[config.mk]
export PLATFORM = sky130hd
export DESIGN_NAME = bcd_serial_receiver
export DESIGN_NICKNAME = d
export VERILOG_FILES = /design/src/rtl/bcd_serial_receiver.sv
export SDC_FILE = /design/constraint.sdc
export NUM_CORES = 1
export LEC_CHECK = 0
export ABC_AREA = 1
export CAP_MARGIN = 10
export CORE_AREA = 5 5 80 82
export DETAILED_ROUTE_END_ITERATION = 8
export DIE_AREA = 0 0 85 87
export GPL_TIMING_DRIVEN = 0
export PLACE_DENSITY = 0.75
export SLEW_MARGIN = 20
export SYNTH_ARGS = -nofsm -noshare
export SYNTH_HDL_FRONTEND = slang
export SYNTH_SLANG_ARGS = --single-unit
[constraint.sdc]
create_clock -name clk_i -period 2.04 [get_ports clk_i]
set_input_delay 0.408 -clock clk_i [delete_from_list [all_inputs] [get_ports clk_i]]
set_output_delay 0.408 -clock clk_i [all_outputs]
set_load 0.005 [all_outputs]
[src/rtl/bcd_serial_receiver.sv]
// bcd_serial_receiver: hunts a serial stream for the sync word, then deserialises one packed-BCD word per frame
module bcd_serial_receiver #(
  parameter logic [7:0] SYNC_WORD = 8'b1001_0110,
  parameter int         DATA_BITS = 16,
  parameter int         TIMEOUT   = 64
) (
  input  logic                 clk_i,
  input  logic                 reset_i,
  input  logic                 serial_in_i,
  input  logic                 serial_valid_i,
  output logic [DATA_BITS-1:0] result_o,
  output logic                 result_valid_o,
  output logic                 digit_error_o,
  output logic                 frame_abort_o,
  output logic                 busy_o,
  output logic [7:0]           frame_count_o
);
  localparam int BW = $clog2(DATA_BITS);
  localparam int IW = $clog2(TIMEOUT);
  typedef enum logic [1:0] {HUNT = 2'b00, RECEIVE = 2'b01} state_t;
  state_t               state_q, state_d;
  logic [7:0]           sync_q, sync_d, sync_next;
  logic [DATA_BITS-1:0] data_q, data_d, data_next;
  logic [BW-1:0]        bit_cnt_q, bit_cnt_d;
  logic [IW-1:0]        idle_q, idle_d;
  logic [DATA_BITS-1:0] result_q, result_d;
  logic                 rv_q, rv_d, de_q, de_d, fa_q, fa_d, busy_q, busy_d;
  logic [7:0]           fc_q, fc_d;
  function automatic logic bad_digit(input logic [DATA_BITS-1:0] w);
    logic e;
    e = 1'b0;
    for (int k = 0; k < DATA_BITS / 4; k++) e |= (w[4*k +: 4] > 4'd9);
    return e;
  endfunction
  assign sync_next = {sync_q[6:0], serial_in_i};
  assign data_next = {data_q[DATA_BITS-2:0], serial_in_i};
  always_comb begin
    state_d   = state_q;
    sync_d    = sync_q;
    data_d    = data_q;
    bit_cnt_d = bit_cnt_q;
    idle_d    = idle_q;
    result_d  = result_q;
    rv_d      = 1'b0;
    de_d      = de_q;
    fa_d      = 1'b0;
    fc_d      = fc_q;
    case (state_q)
      HUNT: begin
        if (serial_valid_i) begin
          sync_d = (sync_next == SYNC_WORD) ? 8'd0 : sync_next;
          if (sync_next == SYNC_WORD) begin
            state_d   = RECEIVE;
            bit_cnt_d = '0;
            idle_d    = '0;
          end
        end
      end
      RECEIVE: begin
        if (serial_valid_i) begin
          data_d    = data_next;
          bit_cnt_d = bit_cnt_q + 1'b1;
          idle_d    = '0;
          if (bit_cnt_q == BW'(DATA_BITS - 1)) begin
            result_d = data_next;
            rv_d     = 1'b1;
            de_d     = bad_digit(data_next);
            fc_d     = fc_q + 8'd1;
            state_d  = HUNT;
          end
        end else if (idle_q == IW'(TIMEOUT - 1)) begin
          fa_d    = 1'b1;
          state_d = HUNT;
        end else begin
          idle_d = idle_q + 1'b1;
        end
      end
      default: state_d = HUNT;
    endcase
    busy_d = (state_d == RECEIVE);
  end
  always_ff @(posedge clk_i or posedge reset_i) begin
    if (reset_i) begin
      state_q   <= HUNT;
      sync_q    <= '0;
      data_q    <= '0;
      bit_cnt_q <= '0;
      idle_q    <= '0;
      result_q  <= '0;
      rv_q      <= 1'b0;
      de_q      <= 1'b0;
      fa_q      <= 1'b0;
      busy_q    <= 1'b0;
      fc_q      <= '0;
    end else begin
      state_q   <= state_d;
      sync_q    <= sync_d;
      data_q    <= data_d;
      bit_cnt_q <= bit_cnt_d;
      idle_q    <= idle_d;
      result_q  <= result_d;
      rv_q      <= rv_d;
      de_q      <= de_d;
      fa_q      <= fa_d;
      busy_q    <= busy_d;
      fc_q      <= fc_d;
    end
  end
  assign result_o       = result_q;
  assign result_valid_o = rv_q;
  assign digit_error_o  = de_q;
  assign frame_abort_o  = fa_q;
  assign busy_o         = busy_q;
  assign frame_count_o  = fc_q;
endmodule
==> out/results.ini, run 1 <==
[clock_tree]
cts.root.buffer_cell=sky130_fd_sc_hd__clkbuf_8
worstSkewPairLatency_ns=0.34
count_of_buffers_added_by_post_cts_timing_repair_for_setup=0
tritoncts_clock_tree=built
cts-hold-fix-buffers=0
clk_pin_slew_ns=0.07
number_of_levels_the_h_tree_was_split_into=3
number_of_clock_buffers_inserted_by_tritoncts=9
cts_resized=0
cts.sink_count=62
number_of_buffers_on_the_longest_clock_path=2

[grt]
grt_usage_pct=17.3
grt_remaining_overflow=0
grt.met2_usage_pct=27.3
maximum_number_of_pins_on_one_net_before_global_route_repair=58
grt_busiest_layer=met2
antenna_violations_before_repair=0
first_global_vias=2139
gr-usage-met3_pct=6.72
use_met1_pct=22.0
grt_pass1_wl_mm=10.0

[worst_setup_path]
critical_path.startpoint_type=register
r2r_setup_slack_ns=0.55
crit_buf_inv=1
worstPathRequired_ns=1.63
r2r_start=idle_q[0]
cp_slowest_stage_delay_ns=0.56
cp_slowest_cell=sky130_fd_sc_hd__clkdlybuf4s50_1
worst-setup-path-type=reg -> out
critPathLaunch=frame_count_o[2]
critical_path_depth=1
r2r-end=idle_q[1]
crit_path_leading_delay_family=buffers and inverters
worstSetupEndpointType=output port
critical_path.cell_chain=clkdlybuf4s50_1
worstSetupEndpoint=frame_count_o[2]
worst-endpoint-arrival_ns=1.34
path_max_fanout=4
ff2ff_path_depth=7

[yosys]
post_synth_inst_count=310
synthesis.area_per_instance_um2=8.72
synth_cell_type_count=23
post-synth-top-count-cell=sky130_fd_sc_hd__nand2_1
syn-cell-area_mm2=0.00270
synth_warnings=0
synth_seq_area_share_pct=57.4
ys_dominant_reg_cell=sky130_fd_sc_hd__dfrtp_1
synth_top_cell_area_share_pct=57.4
ys_async_sr_fraction_pct=100
synth_edf_count=0
netlist_top_cells_count=sky130_fd_sc_hd__nand2_1, sky130_fd_sc_hd__dfrtp_1, sky130_fd_sc_hd__inv_1
synth.top_cells.by_area=sky130_fd_sc_hd__dfrtp_1, sky130_fd_sc_hd__nand2_1, sky130_fd_sc_hd__o21ai_0
synth.net_count=317
synth_area_leader_cell=sky130_fd_sc_hd__dfrtp_1
synthesized_flop_and_latch_total=62

[timing]
timing.fmax_ghz=0.572
setup_violating_endpoint_count_in_the_final_report=0
setup_repair_after_global_routing_missed_its_margin=false
period_minus_slack_ns=1.75
fin_worst_hold_slack_ns=0.297
timing.final.crit_share_pct=85.7
report.final.slew_viol_count=0
hold_viol_final=0
finalClockSkew_ns=0.00777

[floorplanning]
fp.dieArea_mm2=0.00740
die_h_um=87
floorplan.core_area_mm2=0.00568
initial_utilization_pct=47.6
io_pins=32
fp.dieW_um=85
core.rowCount=28

[routing]
vias_per_cell=4.98
wirelength_mm=5.51
vias=2158
detail_route.drc_violations=0
post_drt_wl_per_cell_um=12.7
drt.antenna.violating_nets=0
firstDrtPassIters=4
drt-initial-drc-count=99

[final_layout]
area_growth_pct=24.7
final_design_area_no_fill_mm2=0.00337
drive_above_1_share_pct=10.6
num_antenna_cells=0
layoutNonFillerInstCount=433
layout.nets=360
fill_cells=510

[placed_design]
dpl.hpwl_mm=3.87
port-buffer-count=31
place_congestion=0.796
post_dp_cell_area_mm2=0.00314
numPlacedInstances=417

[power_and_ir_drop]
power_per_cell_area_mw_per_mm2=810
power_leakage_nw=1.62
final_total_pwr_mw=2.73
ir_worst_vdd_v=0.000579

[min_path]
hold_class=in -> async

[status]
status=finished, final reports clean

[job]
max-cap-violations=0

-- stage by stage --
stage | setup slack (ns) | utilization, % | TNS (ns)
4_1_cts | 0.286 | 59.4 | 0
3_3_place_gp | -0.989 | 54.8 | -61.17
3_5_place_dp | 0.142 | 55.3 | 0
2_1_floorplan | 0.0906 | - | 0
5_1_grt | 0.222 | 59.4 | 0
6_report | 0.291 | 59.4 | 0
-- routing by layer --
layer,vias up,wire [um]
met1,1027,2420
met3,11,274
li1,1076,-
met4,0,103
met2,44,2710
met5,-,0
-- kinds of logic (layout without fill, tap and decap cells) --
kind of cell / after synthesis / after routing / synth area share (%)
simple gates: 141 / 141 / 23.0
xor+xnor: 5 / 5 / 1.62
flops: 62 / 62 / 57.4
fa+ha+maj: 3 / 3 / 1.39
buf+inv: 44 / 92 / 6.43
compound gates: 54 / 54 / 10.1
other cells: 1 / 1 / 0.139
-- layout by cell type, fill, tap and decap left out, drive strengths merged --
cell | synthesis | final
clkinv | 0 | 1
xnor2 | 1 | 1
a21oi | 3 | 3
nand2 | 98 | 98
bufinv | 0 | 2
o21bai | 1 | 1
nand3 | 16 | 16
clkbuf | 0 | 13
nor3 | 1 | 1
clkdlybuf4s50 | 0 | 31
o21ai | 50 | 50
dfrtp | 62 | 62
ha | 3 | 3
nand4 | 7 | 7
conb | 1 | 1
xor2 | 4 | 4
nor2 | 16 | 16
buf | 5 | 6
or2 | 3 | 3
inv | 39 | 39
-- registers in the layout, indices dropped and copies added, names as in the netlist, 2 cells and up --
| register | cells |
|---|---|
| data_q | 15 |
| state_q | 2 |
| bit_cnt_q | 4 |
| result_o | 16 |
| frame_count_o | 8 |
| idle_q | 6 |
| sync_q | 7 |
-- worst min path at each step --
stage	start	end	slack (ns)	cells past startpoint
floorplan	sync_q[6]	sync_q[6]	0.45	2
global placement	data_q[11]	data_q[12]	0.47	2
detailed placement	result_o[7]	result_o[7]	0.48	2
CTS	reset_i	result_valid_o	0.29	2
global route	reset_i	result_valid_o	0.29	2
finish	reset_i	result_valid_o	0.30	2
-- power breakdown --
part | switching (mW) | internal [mW]
combinational | 0.0949 | 0.0491
clock | 0.463 | 0.787
sequential | 0.0426 | 1.29
total | 0.600 | 2.13
-- cell type report --
class,count,area [um2],share of cell area (%)
well taps,75,93.8,2.78
clock buffers,13,169,5.01
multi-input cells,204,978,29.0
plain buffers,5,25.0,0.742
clock inverters,3,65.1,1.93
inverters,39,151,4.49
repair buffers,32,338,10.0
flip-flops and latches,62,1550,46.0
Note: power is estimated with default switching activity, not from simulation.
==> inputs of run 2 (changes only) <==
--- a/config.mk
+++ b/config.mk
@@ -6,7 +6,6 @@
 export NUM_CORES = 1
 export LEC_CHECK = 0
 export ABC_AREA = 1
-export CAP_MARGIN = 10
 export CORE_AREA = 5 5 80 82
 export DETAILED_ROUTE_END_ITERATION = 8
 export DIE_AREA = 0 0 85 87
==> results of run 2 <==
No change in the layout: final DEF, timing and power equal those of run 1.
